===== config.mk =====
export PLATFORM = sky130hd
export DESIGN_NAME = mdio_phy_ctrl_flat
export DESIGN_NICKNAME = d
export VERILOG_FILES = /design/src/rtl/mdio_pkg.sv /design/src/rtl/mdio_phy_ctrl_if.sv /design/src/rtl/mdio_timer.sv /design/src/rtl/mdio_phy_ctrl.sv /design/src/flat_wrapper.sv
export SDC_FILE = /design/constraint.sdc
export NUM_CORES = 1
export LEC_CHECK = 0
export ABC_AREA = 0
export BUFFER_PORTS_ARGS = -buffer_cell sky130_fd_sc_hd__buf_2
export CAP_MARGIN = 0
export CORE_MARGIN = 4
export CORE_UTILIZATION = 40
export CTS_CLUSTER_DIAMETER = 200
export DETAILED_ROUTE_END_ITERATION = 8
export PLACE_DENSITY = 0.68
export SYNTH_ARGS = -nofsm -noshare
export SYNTH_HDL_FRONTEND = slang
export SYNTH_SLANG_ARGS = --single-unit
export TNS_END_PERCENT = 10

===== constraint.sdc =====
create_clock -name clk -period 7.8 [get_ports clk]
set_clock_uncertainty 0.2 [all_clocks]
set_input_delay 1.56 -clock clk [delete_from_list [all_inputs] [get_ports clk]]
set_output_delay 1.56 -clock clk [all_outputs]
set_load 0.02 [all_outputs]

===== src/rtl/mdio_pkg.sv =====
// mdio_pkg: shared types and constants for the MDIO PHY controller slice.
package mdio_pkg;
   typedef enum logic [2:0] {
      INIT_RST, INIT_WAIT, INIT_AN, IDLE, ISSUE, WAIT_BUSY, WAIT_DONE, COMPLETE
   } state_t;
   typedef enum logic [2:0] {CTX_INIT_RST, CTX_INIT_AN, CTX_HOST, CTX_POLL} ctx_t;
   localparam logic        MDIO_READ    = 1'b0;
   localparam logic        MDIO_WRITE   = 1'b1;
   localparam logic [4:0]  REG_BMCR     = 5'd0;
   localparam logic [4:0]  REG_BMSR     = 5'd1;
   localparam int          BMSR_LINK    = 2;
   localparam int          BMSR_AN_DONE = 5;
   localparam logic [15:0] BMCR_RESET   = 16'h8000;
   localparam logic [15:0] BMCR_AN      = 16'h1200;
endpackage


===== src/rtl/mdio_phy_ctrl_if.sv =====
// mdio_phy_ctrl_if: host request/response channel of the MDIO PHY controller.
interface mdio_phy_ctrl_if;
   logic        req, op, ready, done, err;
   logic [4:0]  regad;
   logic [15:0] wdata, rdata;
   modport master (output req, op, regad, wdata, input ready, done, err, rdata);
   modport slave  (input req, op, regad, wdata, output ready, done, err, rdata);
endinterface


===== src/rtl/mdio_timer.sv =====
// mdio_timer: up-counter cleared by load, saturating at limit; expired once limit is reached.
module mdio_timer #(
   parameter int W = 16
) (
   input  logic         clk,
   input  logic         rst_n,
   input  logic         load,
   input  logic         en,
   input  logic [W-1:0] limit,
   output logic         expired
);
   logic [W-1:0] cnt;
   always_ff @(posedge clk or negedge rst_n)
      if (!rst_n) cnt <= '0;
      else if (load) cnt <= '0;
      else if (en && cnt < limit) cnt <= cnt + 1'b1;
   assign expired = cnt >= limit;
endmodule


===== src/rtl/mdio_phy_ctrl.sv =====
// mdio_phy_ctrl: PHY bring-up sequencer, BMSR poller and host arbiter in front of the MDIO engine.
module mdio_phy_ctrl
   import mdio_pkg::*;
#(
   parameter logic [4:0]  PHYAD         = 5'd1,
   parameter logic [19:0] RESET_DELAY   = 20'd500000,
   parameter logic [23:0] POLL_INTERVAL = 24'd1000000,
   parameter logic [15:0] TIMEOUT       = 16'd20000
) (
   input  logic                  clk,
   input  logic                  rst_n,
   mdio_phy_ctrl_if.slave        host,
   output logic                  mdio_en,
   output logic                  mdio_op,
   output logic [4:0]            mdio_phyad,
   output logic [4:0]            mdio_regad,
   output logic [15:0]           mdio_regdata,
   input  logic                  mdio_valid,
   input  logic [15:0]           mdio_rdata,
   output logic                  init_done,
   output logic                  link_up,
   output logic                  an_done,
   output logic                  busy
);
   state_t      state;
   ctx_t        ctx;
   logic        tim_load, tim_en, tim_exp, tmo_load, tmo_en, tmo_exp, fin_ok, fin_err;
   logic [23:0] tim_limit;

   // One timer serves the post-reset settle delay and, after init, the poll interval.
   assign tim_load  = state == COMPLETE && ctx != CTX_HOST;
   assign tim_en    = init_done || state == INIT_WAIT;
   assign tim_limit = init_done ? POLL_INTERVAL : 24'(RESET_DELAY);
   assign tmo_load  = state == ISSUE || (state == WAIT_BUSY && !mdio_valid);
   assign tmo_en    = state == WAIT_BUSY || state == WAIT_DONE;
   assign fin_ok    = state == WAIT_DONE && mdio_valid;
   assign fin_err   = tmo_exp && ((state == WAIT_BUSY && mdio_valid) || (state == WAIT_DONE && !mdio_valid));
   assign host.ready = state == IDLE;
   assign busy       = state == ISSUE || state == WAIT_BUSY || state == WAIT_DONE || state == COMPLETE;
   assign mdio_phyad = PHYAD;

   mdio_timer #(.W(24)) u_tim (
      .clk(clk), .rst_n(rst_n), .load(tim_load), .en(tim_en), .limit(tim_limit), .expired(tim_exp)
   );
   mdio_timer #(.W(16)) u_tmo (
      .clk(clk), .rst_n(rst_n), .load(tmo_load), .en(tmo_en), .limit(TIMEOUT), .expired(tmo_exp)
   );

   always_ff @(posedge clk or negedge rst_n)
      if (!rst_n) begin
         state        <= INIT_RST;
         ctx          <= CTX_INIT_RST;
         mdio_en      <= 1'b0;
         mdio_op      <= MDIO_WRITE;
         mdio_regad   <= '0;
         mdio_regdata <= '0;
         host.done    <= 1'b0;
         host.err     <= 1'b0;
         host.rdata   <= '0;
         init_done    <= 1'b0;
         link_up      <= 1'b0;
         an_done      <= 1'b0;
      end else begin
         mdio_en   <= 1'b0;
         host.done <= 1'b0;
         case (state)
            // The engine may still be finishing a frame from before reset.
            INIT_RST: if (mdio_valid) begin
               ctx          <= CTX_INIT_RST;
               mdio_op      <= MDIO_WRITE;
               mdio_regad   <= REG_BMCR;
               mdio_regdata <= BMCR_RESET;
               mdio_en      <= 1'b1;
               state        <= ISSUE;
            end
            INIT_WAIT: if (tim_exp) state <= INIT_AN;
            INIT_AN: begin
               ctx          <= CTX_INIT_AN;
               mdio_op      <= MDIO_WRITE;
               mdio_regad   <= REG_BMCR;
               mdio_regdata <= BMCR_AN;
               mdio_en      <= 1'b1;
               state        <= ISSUE;
            end
            IDLE: if (host.req) begin
               ctx          <= CTX_HOST;
               mdio_op      <= host.op;
               mdio_regad   <= host.regad;
               mdio_regdata <= host.wdata;
               mdio_en      <= 1'b1;
               state        <= ISSUE;
            end else if (tim_exp) begin
               ctx          <= CTX_POLL;
               mdio_op      <= MDIO_READ;
               mdio_regad   <= REG_BMSR;
               mdio_regdata <= '0;
               mdio_en      <= 1'b1;
               state        <= ISSUE;
            end
            ISSUE: state <= WAIT_BUSY;
            WAIT_BUSY: if (!mdio_valid) state <= WAIT_DONE;
            COMPLETE: begin
               state <= ctx == CTX_INIT_RST ? INIT_WAIT : IDLE;
               if (ctx == CTX_INIT_AN) init_done <= 1'b1;
            end
            default: ;
         endcase
         // Results are published on the way into COMPLETE so host_done lands in that cycle.
         if (fin_ok || fin_err) begin
            state <= COMPLETE;
            if (ctx == CTX_HOST) begin
               host.done <= 1'b1;
               host.err  <= fin_err;
               if (fin_ok && mdio_op == MDIO_READ) host.rdata <= mdio_rdata;
            end
            if (ctx == CTX_POLL && fin_ok) begin
               link_up <= mdio_rdata[BMSR_LINK];
               an_done <= mdio_rdata[BMSR_AN_DONE];
            end
         end
      end
endmodule


===== src/flat_wrapper.sv =====
// flat-port wrapper written by rule: the top's interface ports become plain ports
module mdio_phy_ctrl_flat import mdio_pkg::*;
#(
   parameter logic [4:0]  PHYAD         = 5'd1,
   parameter logic [19:0] RESET_DELAY   = 20'd500000,
   parameter logic [23:0] POLL_INTERVAL = 24'd1000000,
   parameter logic [15:0] TIMEOUT       = 16'd20000
)
  (clk, rst_n, mdio_en, mdio_op, mdio_phyad, mdio_regad, mdio_regdata, mdio_valid, mdio_rdata, init_done, link_up, an_done, busy, host_req, host_op, host_regad, host_wdata, host_ready, host_done, host_err, host_rdata);
  mdio_phy_ctrl_if host_i ();
  input  logic clk;
  input  logic rst_n;
  output logic mdio_en;
  output logic mdio_op;
  output logic [4:0] mdio_phyad;
  output logic [4:0] mdio_regad;
  output logic [15:0] mdio_regdata;
  input  logic mdio_valid;
  input  logic [15:0] mdio_rdata;
  output logic init_done;
  output logic link_up;
  output logic an_done;
  output logic busy;
  input wire logic [$bits(host_i.req)-1:0] host_req;
  input wire logic [$bits(host_i.op)-1:0] host_op;
  input wire logic [$bits(host_i.regad)-1:0] host_regad;
  input wire logic [$bits(host_i.wdata)-1:0] host_wdata;
  output wire logic [$bits(host_i.ready)-1:0] host_ready;
  output wire logic [$bits(host_i.done)-1:0] host_done;
  output wire logic [$bits(host_i.err)-1:0] host_err;
  output wire logic [$bits(host_i.rdata)-1:0] host_rdata;
  assign host_i.req = host_req;
  assign host_i.op = host_op;
  assign host_i.regad = host_regad;
  assign host_i.wdata = host_wdata;
  assign host_ready = host_i.ready;
  assign host_done = host_i.done;
  assign host_err = host_i.err;
  assign host_rdata = host_i.rdata;
  mdio_phy_ctrl #(.PHYAD(PHYAD), .RESET_DELAY(RESET_DELAY), .POLL_INTERVAL(POLL_INTERVAL), .TIMEOUT(TIMEOUT)) u_core (.clk(clk), .rst_n(rst_n), .host(host_i), .mdio_en(mdio_en), .mdio_op(mdio_op), .mdio_phyad(mdio_phyad), .mdio_regad(mdio_regad), .mdio_regdata(mdio_regdata), .mdio_valid(mdio_valid), .mdio_rdata(mdio_rdata), .init_done(init_done), .link_up(link_up), .an_done(an_done), .busy(busy));
endmodule

# == After elaboration in Yosys (flattened, before gate mapping) ==
# Index checks and enable logic that the tools add are counted.
# word_totals
regBits,90
input_bits,42
output_inout_bits,51
word_cells,104
# classes
addsub,2
n_lt_le_gt_ge,4
eq_ne,17
muxes,35
n_bitwise,1
reduce_logical,31
# ops
cell,n
$mux 16,5
$mux 24,2
$pmux 16 s3,1
$mux 3,9
$add 24x1->24 const B,1
$ge 24x24->1,1
$lt 24x24->1,1
$pmux 3 s7,1
$mux 20,1
$add 16x1->16 const B,1
$ge 16x15->1 const B,1
$lt 16x15->1 const B,1
$mux 5,3
$pmux 5 s3,1
$eq 3x2->1 const B,4
$eq 3x3->1 const B,4
$ne 3x2->1 const B,4
$logic_and 1x1->1,10
$pmux 3 s3,1
$logic_or 1x1->1,8
$mux 1,8
$reduce_bool 8->1,1
$eq 3x1->1 const B,2
$logic_not 3->1,2
other kinds (12),17

# == Longest topological paths before layout ==
# depth
depth_word,7
depth_mapped,9
depth_no_buf,8

# == By module ==
# From an unflattened synthesis, not the netlist that was laid out.
# hier_totals
hier_cells,531
area_unflattened_um2,5222.5
# modules_own_cells
module,instances,cells_per_inst,area_per_inst_um2,seq_area_each_um2
mdio_phy_ctrl,1,163,2094.5,1227.4
mdio_timer (u_core.u_tim),1,220,1885.6,600.6
mdio_timer (u_core.u_tmo),1,148,1242.4,400.4

# == Least setup slack after synthesis ==
# OpenSTA, ideal clock, no wires.
# synth_path
kind,input -> register
startpoint,in mdio_valid
endpoint,reg u_core.host.rdata[10]
setup_ps,125
t_arrival_ps,2916
required_time_ps,7475
slack_ps,4560
path_stages,6
n_path_buf,3
path_cell_list,clkbuf_1 -> nand3_1 -> or3_1 -> clkbuf_1 -> buf_1 -> mux2_2
# synth_between
elab_chain_len,6
word_cells_on_any_way,9
cone_classes,reduce/logical: 9
# synth_lines
item,line,rtl
start: declaration,flat_wrapper.sv:18,input logic mdio_valid;
$logic_not 1->1,mdio_phy_ctrl.sv:37,assign fin_err = tmo_exp && ((state == WAIT_BUSY && mdio_valid) || (state == WAIT_DONE && !mdio_valid));
$logic_and 1x1->1,mdio_phy_ctrl.sv:37,
$logic_or 1x1->1,mdio_phy_ctrl.sv:37,
$logic_and 1x1->1,mdio_phy_ctrl.sv:37,
$logic_or 1x1->1,mdio_phy_ctrl.sv:109,if (fin_ok || fin_err) begin
$reduce_and 3->1 (no line) *,n/a,
end signal: assignment,mdio_phy_ctrl.sv:114,if (fin_ok && mdio_op == MDIO_READ) host.rdata <= mdio_rdata;
end: declaration,mdio_phy_ctrl_if.sv:7,"modport slave (input req, op, regad, wdata, output ready, done, err, rdata);"
# Every way passes the cells marked *; elsewhere a longest branch is shown, timed or not.
# A chain may end at the register's enable or synchronous reset.

# == Worst setup path after layout ==
# layout_path
startpoint,reg u_core.init_done
endpoint,reg u_core.mdio_regdata[15]
# layout_between
elab_chain_len,4
# layout_lines
item,line,rtl
start: declaration,mdio_phy_ctrl.sv:20,"output logic init_done,"
start signal: assignment,mdio_phy_ctrl.sv:60,init_done <= 1'b0;
start signal: assignment,mdio_phy_ctrl.sv:104,if (ctx == CTX_INIT_AN) init_done <= 1'b1;
$mux 20,mdio_phy_ctrl.sv:33,assign tim_limit = init_done ? POLL_INTERVAL : 24'(RESET_DELAY);
$ge 24x24->1,mdio_timer.sv:17,assign expired = cnt >= limit;
$ne 3x2->1 (no line),n/a,
$reduce_and 3->1 (no line),n/a,
end signal: assignment,mdio_phy_ctrl.sv:89,mdio_regdata <= host.wdata;
end: declaration,mdio_phy_ctrl.sv:17,"output logic [15:0] mdio_regdata,"
# Every way passes these cells.

==> key figures <==
Power and ir drop
  • Leak pwr: 2.435 nW
  • Clk network pwr share: 20.8%
  • Sequential power share: 42.7%
  • Peak VDD IR: 0.1575 mV
  • Power density over the cells: 321.3 mW/mm2
  • Pint: 0.9721 mW
  • Net Sw Frac: 39.44%
  • Switching power: 0.6331 mW
  • Combinational share of power: 36.6%

Global route
  • Largest net degree at the start of global routing: 90
  • Gr ovfl total: 0
  • Vias in the first global route: 3,338
  • First-pass GRT wire length: 16,340 um
  • Global Route Usage Sum: 15.77%
  • Antenna violations before repair: 0

Placement
  • DP Wirelength: 6575 um
  • Placed instance count: 607
  • Routability cong.: 0.8567
  • PortBufs: 87

Layout
  • Leading cell type in the layout, fill and taps excluded: dfrtp_1
  • N_diodes: 0
  • Layout area overhead: 17.30%
  • Layout cells sized above 1: 27.31%
  • Non-filler cells in the finished layout: 623
  • Final nets: 536
  • Most frequent cells in the layout: dfrtp_1 (88), buf_2 (86), nor2_1 (36)
  • Fin util: 48.18%

Setup path
  • Crit end category: flop
  • Worst Path Arrival: 3.73 ns
  • Startpoint Class: flop
  • Critical path peak fanout: 24
  • Crit Path Class: flop to flop
  • Req. time, crit path: 7.84 ns

Detailed routing
  • DRC errors left: 0
  • Antenna viol nets, final: 0
  • Vias: 3,232
  • Post-Route WL: 9441 um
  • WL/cell: 15.15 um
  • Drt initial violations: 172
  • Via-to-Cell Ratio: 5.188
  • Detailed Routing Iterations Pass 1: 5

Yosys
  • Synth Flop Type: dfrtp_1
  • Post-synthesis mux area share: 5.523%
  • Largest family of logic cells by synthesized area: simple AND/OR/NAND/NOR gates
  • Cell count after synthesis: 400
  • Sequential-to-total area share from yosys stat: 52.32%
  • Synth Area in XOR/XNOR: 4.524%
  • Adder-Cell Fraction of Synth Area: 3.525%
  • Synthesized flop and latch total: 89
  • Post-synthesis compound-gate area fraction: 13.60%
  • Yosys warns: 0
  • Post-Synthesis Cell Area: 0.004259 mm2
  • Synth unique cells: 52
  • Ys async rst share: 100.0%
  • EDFF count, synth: 0
  • Post-Synth Simple-Gate Area: 16.83%
  • Syn Area/Cell: 10.65 um2

Clock tree
  • Max clock buf depth: 2
  • Post-cts sizing count: 0
  • TritonCTS clock tree: yes
  • Root Buffer: clkbuf_8
  • Clock transition at the registers of the reported paths: 0.10 ns
  • Htree depth: 3
  • Hold-fix buffers, CTS: 0
  • # Post-CTS Setup Buffers: 0
  • Total CTS buffers: 9
  • CTS Sinks: 89
  • Worst skew pair latency: 0.36 ns

Timing
  • Slew HR: 16.43%
  • Worst-Margin Slew: 1.254 ns
  • Period utilization: 47.31%
  • Final Setup Violations: 0
  • Fin. max-slew vios: 0
  • Achievable Freq: 271.0 MHz
  • Final Critical Period: 3.690 ns
  • RSZ-0062 raised after global routing: false
  • Setup TNS: 0 ns
  • Fin. Hold Viols: 0

Min path
  • Hold crit path type: flop to flop

Floorplan
  • Starting density of the core: 41.07%
  • DIE HEIGHT: 111.2 um
  • Die Width: 111.2 um
  • Boundary Pins: 93
  • Row Count: 37
  • Die Footprint: 0.01236 mm2
  • Core area: 0.01037 mm2

Run
  • Max cap viols: 0

Status
  • Status: finished clean
cells by family (layout without fill, tap and decap cells):
family                     count (synthesis)  count (layout)
buffers and inverters                     34             118
xor gates and xnor gates                  22              22
adders and majority gates                 12              12
and+or+nand+nor                          140             140
DFF                                       89              89
AOI/OAI and AO/OA                         80              80
muxes                                     21              21
other                                      2               5
power by group through the flow:
stage	sequential (mW)	clock [mW]	combinational, mW
6_report	0.685	0.333	0.587
5_1_grt	0.706	0.360	0.649
4_1_cts	0.684	0.341	0.596
3_5_place_dp	0.691	0	0.594
3_3_place_gp	0.687	0	0.581
2_1_floorplan	0.799	0	0.306
routing by layer:
metal	share of wire [%]	vias up	global-route usage, %
met3	5.1	9	3.657
met5	0	-	0
met1	47	1572	22.28
met4	0.99	0	4.380
li1	-	1573	-
met2	47	78	24.37
final cells by class:
cell class                 count  area (um2)
clock inverter                 6       75.07
clock buffer                  10       127.6
timing repair buffer          89       452.9
sequential                    89        2228
multi-input combinational    280        1893
inverter                      13       48.80
fill                         966        5374
tap                          136       170.2
flip-flops by register name, summed over array words and instances, names as in the netlist:
signal	cells
u_core.mdio_regdata	16
u_core.mdio_op	1
u_core.init_done	1
u_core.mdio_en	1
u_core.an_done	1
u_core.host.rdata	16
u_core.mdio_regad	5
u_core.host.done	1
u_core.u_tim.cnt	24
u_core.ctx	2
u_core.link_up	1
u_core.state	3
u_core.host.err	1
u_core.u_tmo.cnt	16
per-stage QoR:
| step | hold slack (ns) | total power [mW] | worst slack, ns | cell area (um2) |
|---|---|---|---|---|
| floorplan | 0.2539 | 1.104 | 4.560 | 4270 |
| global placement | 0.2711 | 1.268 | 4.315 | 4793 |
| detailed placement | 0.2766 | 1.285 | 4.179 | 4793 |
| CTS | 0.2969 | 1.620 | 4.108 | 4996 |
| global route | 0.3204 | 1.715 | 3.766 | 4996 |
| finish | 0.2958 | 1.605 | 4.110 | 4996 |
critical path: stages (launching register included):
cell and delay (ns):
dfrtp_1 0.47, inv_1 0.17, ha_1 0.34, a2111oi_0 0.40, o221ai_1 0.20, a211oi_1 0.37
a31oi_1 0.20, o21ai_2 0.81, mux2_2 0.41
cell usage after synthesis (3+ instances only):
cell	instances	area, um2
o21ai_0	15	75.07
nand3_1	15	75.07
inv_1	13	48.80
nor2b_1	6	37.54
or3_1	11	68.82
clkbuf_1	13	48.80
mux2_2	20	225.2
and3_1	10	62.56
xnor2_1	5	43.79
xor2_1	17	148.9
nand4_1	10	62.56
nand2b_1	6	37.54
a21oi_1	22	110.1
nand2_1	28	105.1
a211oi_1	3	22.52
buf_4	5	37.54
nor2_1	36	135.1
and2_1	4	25.02
nor3b_1	3	22.52
a21o_1	3	22.52
o211ai_1	3	22.52
a22o_1	17	148.9
dfrtp_1	88	2202
ha_1	12	150.1
final timing paths:
| kind | from | endpoint | slack, ns | cells after the start |
|---|---|---|---|---|
| setup / recovery | u_core.init_done | u_core.mdio_regdata[15] | 4.11 | 8 |
| hold / removal | u_core.mdio_regdata[12] | u_core.mdio_regdata[12] | 0.30 | 1 |
| setup reg to reg | u_core.init_done | u_core.mdio_regdata[15] | 4.11 | 8 |
| hold reg to reg | u_core.mdio_regdata[12] | u_core.mdio_regdata[12] | 0.30 | 1 |
| max in group asynchronous | rst_n | u_core.host.rdata[12] | 5.48 | 1 |
| min in group asynchronous | rst_n | u_core.u_tmo.cnt[11] | 1.20 | 1 |
Power figures use the tool's default switching activity.
